File: src/rtl/msg_scheduler.sv
// msg_scheduler: arbitrates status/event/banner sources onto the 4-char message field.
// Optional blinking of event messages is built only when MSG_SCHED_BLINK_EN is defined.
module msg_scheduler #(
  parameter int HOLD_CYCLES   = 50_000_000,
  parameter int BLINK_CYCLES  = 12_500_000,
  parameter int SCROLL_CYCLES = 12_500_000
) (
  input  logic        clk,
  input  logic        reset,
  input  logic [23:0] status_chars,
  input  logic        evt_valid,
  input  logic [23:0] evt_chars,
  input  logic        evt_blink,
  output logic        evt_ready,
  input  logic        banner_start,
  input  logic [95:0] banner_chars,
  input  logic [4:0]  banner_len,
  output logic [23:0] msg_chars,
  output logic        busy
);
  localparam int HW = HOLD_CYCLES > 1 ? $clog2(HOLD_CYCLES) : 1;
  localparam int SW = SCROLL_CYCLES > 1 ? $clog2(SCROLL_CYCLES) : 1;
  typedef enum logic [1:0] {IDLE, EVENT, SCROLL} state_t;
  state_t          state_q;
  logic [23:0]     msg_q, evt_q;
  logic [HW-1:0]   hold_q;
  logic [SW-1:0]   scr_q;
  logic [4:0]      step_q, len_q;
  logic [5:0]      ban_q [16];
  logic            accept;
  assign accept    = evt_valid && state_q != EVENT;
  assign evt_ready = reset || state_q != EVENT;
  assign busy      = state_q != IDLE;
  assign msg_chars = msg_q;
`ifdef MSG_SCHED_BLINK_EN
  localparam int BW = BLINK_CYCLES > 1 ? $clog2(BLINK_CYCLES) : 1;
  logic [BW-1:0] blk_q;
  logic          ph_q, blink_q, blk_end;
  assign blk_end = blk_q == '0;
`else
  logic unused_blink;
  assign unused_blink = evt_blink ^ (BLINK_CYCLES > 0);
`endif
  // Window at step p: hex k shows char[p-1-k], blank when outside the banner.
  function automatic logic [23:0] win(input logic [4:0] p);
    logic [23:0] w;
    logic [4:0]  i;
    w = '1;
    for (int k = 0; k < 4; k++) begin
      i = p - 5'(k + 1);
      w[6*k +: 6] = (p > 5'(k) && i < len_q) ? ban_q[i[3:0]] : 6'h3F;
    end
    return w;
  endfunction
  always_ff @(posedge clk) begin
    if (reset) begin
      state_q <= IDLE;
      msg_q   <= '1;
      evt_q   <= '1;
      hold_q  <= '0;
      scr_q   <= '0;
      step_q  <= '0;
      len_q   <= '0;
`ifdef MSG_SCHED_BLINK_EN
      blk_q   <= '0;
      ph_q    <= 1'b0;
      blink_q <= 1'b0;
`endif
    end else if (accept) begin
      state_q <= EVENT;
      evt_q   <= evt_chars;
      msg_q   <= evt_chars;
      hold_q  <= HW'(HOLD_CYCLES - 1);
      scr_q   <= '0;
      step_q  <= '0;
`ifdef MSG_SCHED_BLINK_EN
      blk_q   <= BW'(BLINK_CYCLES - 1);
      ph_q    <= 1'b1;
      blink_q <= evt_blink;
`endif
    end else begin
      case (state_q)
        IDLE: begin
          msg_q <= status_chars;
          if (banner_start && banner_len != 5'd0) begin
            state_q <= SCROLL;
            len_q   <= banner_len > 5'd16 ? 5'd16 : banner_len;
            for (int i = 0; i < 16; i++) ban_q[i] <= banner_chars[6*i +: 6];
            step_q  <= 5'd1;
            scr_q   <= SW'(SCROLL_CYCLES - 1);
            msg_q   <= {18'h3FFFF, banner_chars[5:0]};
          end
        end
        EVENT: begin
          if (hold_q == '0) begin
            state_q <= IDLE;
            msg_q   <= status_chars;
          end else begin
            hold_q <= hold_q - 1'b1;
`ifdef MSG_SCHED_BLINK_EN
            blk_q <= blk_end ? BW'(BLINK_CYCLES - 1) : blk_q - 1'b1;
            ph_q  <= ph_q ^ blk_end;
            msg_q <= (!blink_q || (ph_q ^ blk_end)) ? evt_q : '1;
`else
            msg_q <= evt_q;
`endif
          end
        end
        SCROLL: begin
          if (scr_q != '0) scr_q <= scr_q - 1'b1;
          else if (step_q == len_q + 5'd3) begin
            state_q <= IDLE;
            step_q  <= '0;
            msg_q   <= status_chars;
          end else begin
            step_q <= step_q + 5'd1;
            scr_q  <= SW'(SCROLL_CYCLES - 1);
            msg_q  <= win(step_q + 5'd1);
          end
        end
        default: state_q <= IDLE;
      endcase
    end
  end
endmodule

File: config.mk
export PLATFORM = sky130hd
export DESIGN_NAME = msg_scheduler
export DESIGN_NICKNAME = d
export VERILOG_FILES = /design/src/rtl/msg_scheduler.sv
export SDC_FILE = /design/constraint.sdc
export NUM_CORES = 1
export LEC_CHECK = 0
export ABC_AREA = 1
export CORE_MARGIN = 2
export CORE_UTILIZATION = 61
export CTS_CLUSTER_SIZE = 28
export DETAILED_ROUTE_END_ITERATION = 8
export PLACE_DENSITY = 0.86
export REMOVE_ABC_BUFFERS = 1
export SETUP_SLACK_MARGIN = 0.2
export SLEW_MARGIN = 20
export SYNTH_ARGS = -nofsm -noshare
export SYNTH_HDL_FRONTEND = slang
export SYNTH_SLANG_ARGS = --single-unit
File: constraint.sdc
create_clock -name clk -period 20.5 [get_ports clk]
set_clock_uncertainty 0.15 [all_clocks]
set_input_delay 4.1 -clock clk [delete_from_list [all_inputs] [get_ports clk]]
set_output_delay 4.1 -clock clk [all_outputs]
set_load 0.01 [all_outputs]
After elaboration in Yosys (flattened, before gate mapping)
Memory sizes are Yosys's and may differ from the RTL's.
Cells that the tools add are included.
{"block": "word_totals", "ff_bits": 110, "ramBits": 96, "elab_cells": 100, "memories": 1}
{"memory": "ban_q", "depth": 16, "width": 6, "read_ports": 4, "rd_clocked_by_memory_dff": 0, "wr": 16, "line": "29", "source": "logic [5:0] ban_q [16];"}
{"block": "classes", "n_addsub": 8, "magnitude_cmp": 9, "eq_ne": 14, "muxes": 33, "bitwise": 2, "n_reduce_logical": 24}
{"operator": "24-bit two-way mux", "count": 8}
{"operator": "26-bit two-way mux", "count": 3}
{"operator": "24-bit case mux with 3 select lines", "count": 1}
{"operator": "24-bit case mux with 2 select lines", "count": 1}
{"operator": "26-bit logical NOT", "count": 1}
{"operator": "26-bit by 1-bit subtractor with 26-bit output (second input constant)", "count": 1}
{"operator": "6-bit two-way mux", "count": 4}
{"operator": "24-bit nonzero test", "count": 1}
{"operator": "24-bit by 1-bit subtractor with 24-bit output (second input constant)", "count": 1}
{"operator": "5-bit < comparator", "count": 4}
{"operator": "5-bit two-way mux", "count": 4}
{"operator": "3-bit inequality test (second input constant)", "count": 5}
{"operator": "5-bit by 1-bit > comparator with 1-bit output (second input constant)", "count": 2}
{"operator": "5-bit by 2-bit > comparator with 1-bit output (second input constant)", "count": 2}
{"operator": "2-bit inequality test (second input constant)", "count": 5}
{"operator": "5-bit case mux with 2 select lines", "count": 1}
{"operator": "5-bit by 2-bit subtractor with 5-bit output (second input constant)", "count": 2}
{"operator": "3-bit AND reduction", "count": 3}
{"operator": "2-bit two-way mux", "count": 4}
{"operator": "4-bit AND reduction", "count": 2}
{"operator": "1-bit logical AND", "count": 6}
{"operator": "1-bit two-way mux", "count": 6}
{"operator": "2-bit case mux with 3 select lines", "count": 1}
{"operator": "2-bit AND reduction", "count": 3}
{"operator": "other kinds (16)", "count": 19}

Longest topological paths before layout
{"block": "depth", "word_depth": 9, "depth_mapped": 27, "mapped_depth_nobuf": 22}

Worst setup path after synthesis
OpenSTA, ideal clock, no wires.
{"block": "synth_timing", "path_type": "input to register", "start": "input port evt_valid", "end": "memory ban_q[0][0] (enable)", "setup_time_ns": 0.552, "t_arrival_ns": 8.740, "slack_ns": 11.058, "stages": 4, "n_path_buf": 1, "path_cell_list": "nand2_1 clkbuf_1 nand3_1 nor2_1"}
{"item": "from (decl)", "line": "11", "source": "input logic evt_valid,"}
{"item": "to (decl)", "line": "29"}

Worst setup path after layout
{"block": "layout_timing", "start": "input port reset", "end": "output port evt_ready"}
{"block": "layout_between", "elab_chain_cells": 1}
{"item": "from (decl)", "line": "9", "source": "input logic reset,"}
{"item": "1-bit logical OR", "line": "32", "source": "assign evt_ready = reset || state_q != EVENT;"}
{"item": "to (decl)", "line": "14", "source": "output logic evt_ready,"}
Every way passes these cells.

==> impl_metrics.json <==
{
  "die_h_um": 153,
  "synthCells": 1956,
  "grt_pass1_vias": 13700,
  "yosysMostFrequentCell": "nand2_1",
  "port_buffers": 178,
  "power_switching_mw": 0.486,
  "wire_per_inst_um": 17.0,
  "routed_via_density": 5.93,
  "nets": 2254,
  "fin_setup_tns_ns": 0,
  "drive_above_1_share_pct": 5.57,
  "crit_chain": "clkdlybuf4s50_1, buf_4, inv_1, nand2_1, clkdlybuf4s50_1",
  "die_x_um": 153,
  "start_util_pct": 62.0,
  "dr.pass1.iters": 7,
  "register_area_um2": 5090,
  "cts_root_buf": "clkbuf_16",
  "n_fill_cell": 1756,
  "cts_resized": 0,
  "setup_viol_count_final": 0,
  "synth_seq_area_share_pct": 37.7,
  "areaGrowthSynthToFinish_pct": 18.2,
  "worstPathArrival_ns": 6.24,
  "grt_max_degree": 86,
  "slowest_stage": "inv_1",
  "comb_power_share_pct": 33.9,
  "antenna_found_initial": 0,
  "whs_ns": 0.304,
  "fmax_mhz": 95.3,
  "cp-startpoint": "reset",
  "p_int_mw": 0.877,
  "routabilityCongestion": 0.929,
  "critPathBufInv": 4,
  "required_ns": 16.25,
  "grt_pass1_wl_mm": 65.6,
  "postSynthAreaPerCell_um2": 6.89,
  "cpMostUsedCell": "clkdlybuf4s50_1",
  "drt_iter0_markers": 1334,
  "grt_usage_pct": 33.9,
  "ant_nets": 0,
  "post-route-period-util_pct": 51.2,
  "cts_setup_buffers": 0,
  "synth.area.top_cells": "edfxtp_1 (21%), nand2_1 (18%), dfxtp_1 (16%)",
  "finalMaxSlewViolations": 0,
  "worstSetupEndpointType": "output pin",
  "die_area_um2": 23300,
  "holdBufCountCts": 0,
  "sequentialPowerShare_pct": 36.4,
  "yosys_warnings": 0,
  "cts_sinks": 206,
  "gr-total-overflow": 0,
  "sw_frac_of_total_pct": 35.7,
  "crit_path_start_kind": "input port",
  "cpPeakStageDelay_ns": 0.56,
  "synth_edf_count": 96,
  "hold_violations": 0,
  "multi_input_area_um2": 7250,
  "critPathMaxFanout": 34,
  "p_per_area_nw_per_um2": 85.5,
  "setup_slack_ns": 10.01,
  "cts_buffer_depth": 3,
  "dpl.hpwl_mm": 27.9,
  "tightest_slew_ns": 1.05,
  "ys_async_sr_fraction_pct": 0,
  "numCtsBuffers": 22,
  "synthDistinctLibCells": 54,
  "fin_crit_ns": 10.49,
  "slew_headroom_pct": 29.6,
  "power.share.clock_pct": 29.7,
  "cts_max_level": 1,
  "synth_flop_cell": "dfxtp_1",
  "clk_latency_ns": 0.52,
  "tritoncts": "yes",
  "synth.ff_latch_count": 206,
  "crit_family": "buffers and inverters",
  "min_from": "evt_q[0]",
  "rows": 54,
  "outcome": "finished clean",
  "wl_mm": 40.2,
  "cts.clk_slew.worst_paths_ns": 0.06,
  "rsz0062_at_grt": "false",
  "drc": 0,
  "yosys-top-cells-count": "nand2_1 (648), nand3_1 (193), inv_1 (149)",
  "irDropWorstVdd_mv": 0.0777,
  "max-cap-violations": 0,
  "hold_class": "reg2reg",
  "place_ws_ns": 10.01,
  "timing.rr.start": "step_q[0]",
  "synth_area_um2": 13500,
  "netlist.area_leader.share_pct": 21.4,
  "io_pins": 180,
  "p_leak_nw": 6.89,
  "coreArea_um2": 21800,
  "synth_top_area_cell": "edfxtp_1",
  "via_count": 14000,
  "critPathKind": "in2out"
}
-- cell type report --
| class | count | area share, % |
|---|---|---|
| antenna | 1 | 0.0157 |
| multi-input combinational | 1484 | 45.5 |
| timing repair buffer | 193 | 11.9 |
| clock inverter | 7 | 0.306 |
| sequential | 206 | 31.9 |
| clock buffer | 33 | 4.37 |
| inverter | 159 | 3.76 |
| tap | 280 | 2.20 |
-- sequential cells by signal (all words and copies together), names as in the netlist --
signal and cells:
hold_q 26, evt_q 24, step_q 5, scr_q 24, len_q 5, msg_chars 24
state_q 2, ban_q 96
-- worst paths after layout --
| check | cells after the start | slack, ns | endpoint |
|---|---|---|---|
| min | 2 | 0.30 | evt_q[0] |
| max reg2reg | 19 | 15.24 | msg_chars[5] |
| min reg2reg | 2 | 0.30 | evt_q[0] |
| max | 5 | 10.01 | evt_ready |
-- cell usage in the layout, fill, tap and decap left out, types with 9 or more instances in the layout --
cell type          n
nand2_1          648
nand3_1          193
clkdlybuf4s50_1  178
inv_1            148
a21oi_1          134
nor2_1           114
dfxtp_1          109
edfxtp_1          96
o21ai_0           90
o21ai_1           62
o211ai_1          45
ha_1              34
nand4_1           25
clkbuf_16         25
or2_2             21
buf_4             15
nor3_1            14
a21boi_0          10
a31oi_1            9
-- layer usage --
metal  wire length (µm)  up-vias  global-route usage [%]
met3               3530      174                    6.46
met2              19100      735                    58.0
li1                   -     6722                       -
met1              15300     6370                    40.1
met5                  0        -                       0
met4               2380        0                    19.3
-- tightest hold or removal path, stage by stage (launching register included) --
cell and delay (ns):
dfxtp_1 0.31, nand2_1 0.06, nand2_1 0.04
-- power by group through the flow --
| stage | registers (mW) | logic (mW) | clock network, mW |
|---|---|---|---|
| floorplan | 0.506 | 0.298 | 0 |
| CTS | 0.495 | 0.455 | 0.408 |
| detailed placement | 0.504 | 0.451 | 0 |
| global route | 0.500 | 0.517 | 0.424 |
| global placement | 0.502 | 0.436 | 0 |
| finish | 0.496 | 0.462 | 0.404 |
-- kinds of logic after synthesis --
family                     count (synthesis)  share of synthesized area (%)
buffers and inverters                    266                           8.61
AOI/OAI and AO/OA                        367                           15.2
xor gates and xnor gates                  17                           1.41
and+or+nand+nor                         1066                           33.9
DFF                                      206                           37.7
adders and majority gates                 34                           3.16
-- stage by stage --
| stage | utilization (%) | cell area (µm²) | cells | power (mW) |
|---|---|---|---|---|
| after floorplan | - | 12900 | 1849 | 0.804 |
| after global placement | 69.8 | 15200 | 2322 | 0.939 |
| after detailed placement | 69.8 | 15200 | 2322 | 0.955 |
| after CTS | 73.2 | 15900 | 2362 | 1.36 |
| after global routing | 73.2 | 15900 | 2362 | 1.44 |
| final | 73.2 | 15900 | 2363 | 1.36 |
Note: power is estimated with default switching activity, not from simulation.
==> RTL edit (same settings) <==
The parameter `SCROLL_CYCLES` goes from 12_500_000 to 6_250_000.
--- a/src/rtl/msg_scheduler.sv
+++ b/src/rtl/msg_scheduler.sv
@@ -3,7 +3,7 @@
 module msg_scheduler #(
   parameter int HOLD_CYCLES   = 50_000_000,
   parameter int BLINK_CYCLES  = 12_500_000,
-  parameter int SCROLL_CYCLES = 12_500_000
+  parameter int SCROLL_CYCLES = 6_250_000
 ) (
   input  logic        clk,
   input  logic        reset,
Function: same outputs for any inputs over 4 cycles, from zero or initial values and one cycle with reset high; that may be too few to reach the edited logic, so the function may still have changed.
==> RTL edit against the original RTL <==
- sequential share of layout area shrank 0.17 points
- sequential cell count shrank 1
- via count grew 0.77%
- synthesized cell count grew 2.4%
- routed wire length grew 2.8%
- synthesized area shrank 0.16%
- global-route usage grew 0.43 points
- first-iteration DRC count grew 21%
- total power grew 14%
- worst setup slack lost 0.10 ns
- hold slack gained 0.014 ns
- register-to-register slack lost 1.1 ns
- final area is essentially flat
- critical path type unchanged
==> RTL edit: results (changes against the original RTL) <==
stage,metric,value,unit,change
finish,multi_input_gates,1522,,+2.6%
logic_synthesis,synthXorXnorAreaFrac,1.29,%,-0.12 points
logic_synthesis,synth.area.mux_share,0.149,%,+0.15 points
logic_synthesis,synthTopCellsByArea,"edfxtp_1 (21%), nand2_1 (21%), dfxtp_1 (16%)",,
finish,seq_area_share,31.8,%,-0.17 points
finish,final_cells,2416,,+2.2%
sta,fin_crit_sh,51.7,%,+0.49 points
grt,use_met3,6.14,%,-0.31 points
sta,hold-worst-slack,0.318,ns,+0.0142 ns
finish,clk_share,4.43,%,-0.24 points
finish,ff_latch_area,5070,µm²,-0.44%
logic_synthesis,syn_avg_cell_area,6.72,µm²,-2.5%
critical_path,path_max_fanout,33,,-2.9%
route,wl_per_cell,17.1,µm,+0.58%
finish,diodes,0,,-1
logic_synthesis,yosysUniqueCellTypes,49,,-9.3%
grt,antenna_found_initial,1,,+1
finish,fill_cells,1781,,+1.4%
min_path,hold_start,msg_chars[7],,
route,met1_length,16700,µm,+9.1%
logic_synthesis,yosys-top-cells-count,"nand2_1 (751), o21ai_0 (179), inv_1 (153)",,
route,vias,14100,,+0.77%
finish,drive_above_1_share,5.85,%,+0.28 points
status,status,completed,,
finish,buffers,191,,-1.0%
grt,grt_pass1_wl,65900,µm,+0.46%
route,drt-initial-drc-count,1613,,+21%
critical_path,r2r-end,msg_chars[0],,
floorplan,die_x,153,µm,about the same
finish,multiInputGateArea,7280,µm²,+0.35%
clock_network,cts_num_sinks,205,,-0.49%
logic_synthesis,synth_seq_area_share,37.6,%,-0.089 points
power_and_ir_drop,vdd_ir_drop_max,76.7,µV,-1.2%
power_and_ir_drop,cellLeakagePower,7.17,nW,+4.1%
route,dr.max_layer_used,met5,,
critical_path,r2r_slack,14.17,ns,-1.07 ns
sta,worst_pin_slew,1.06,ns,+0.0102 ns
==> RTL edit: cell types whose count changed in the layout (fill, tap and decap cells not counted), moves of 6 or more <==
| cell | before | now |
|---|---|---|
| nand3_1 | 193 | 93 |
| or2_2 | 21 | 12 |
| nand2_1 | 648 | 750 |
| nor3_1 | 14 | 27 |
| o21ai_0 | 90 | 179 |
| or2_1 | 8 | 0 |
| inv_2 | 7 | 23 |
| a21oi_1 | 134 | 123 |
| o21ai_1 | 62 | 15 |
| nor2_1 | 114 | 127 |
| o211ai_1 | 45 | 27 |
| xnor2_1 | 4 | 10 |
| a31oi_1 | 9 | 16 |
==> RTL edit: power by group <==
part	internal (mW)	switching [mW]	leakage, nW
clock	0.221	0.172	0.347
sequential	0.468	0.0260	1.78
combinational	0.221	0.442	5.04
total	0.910	0.640	7.17
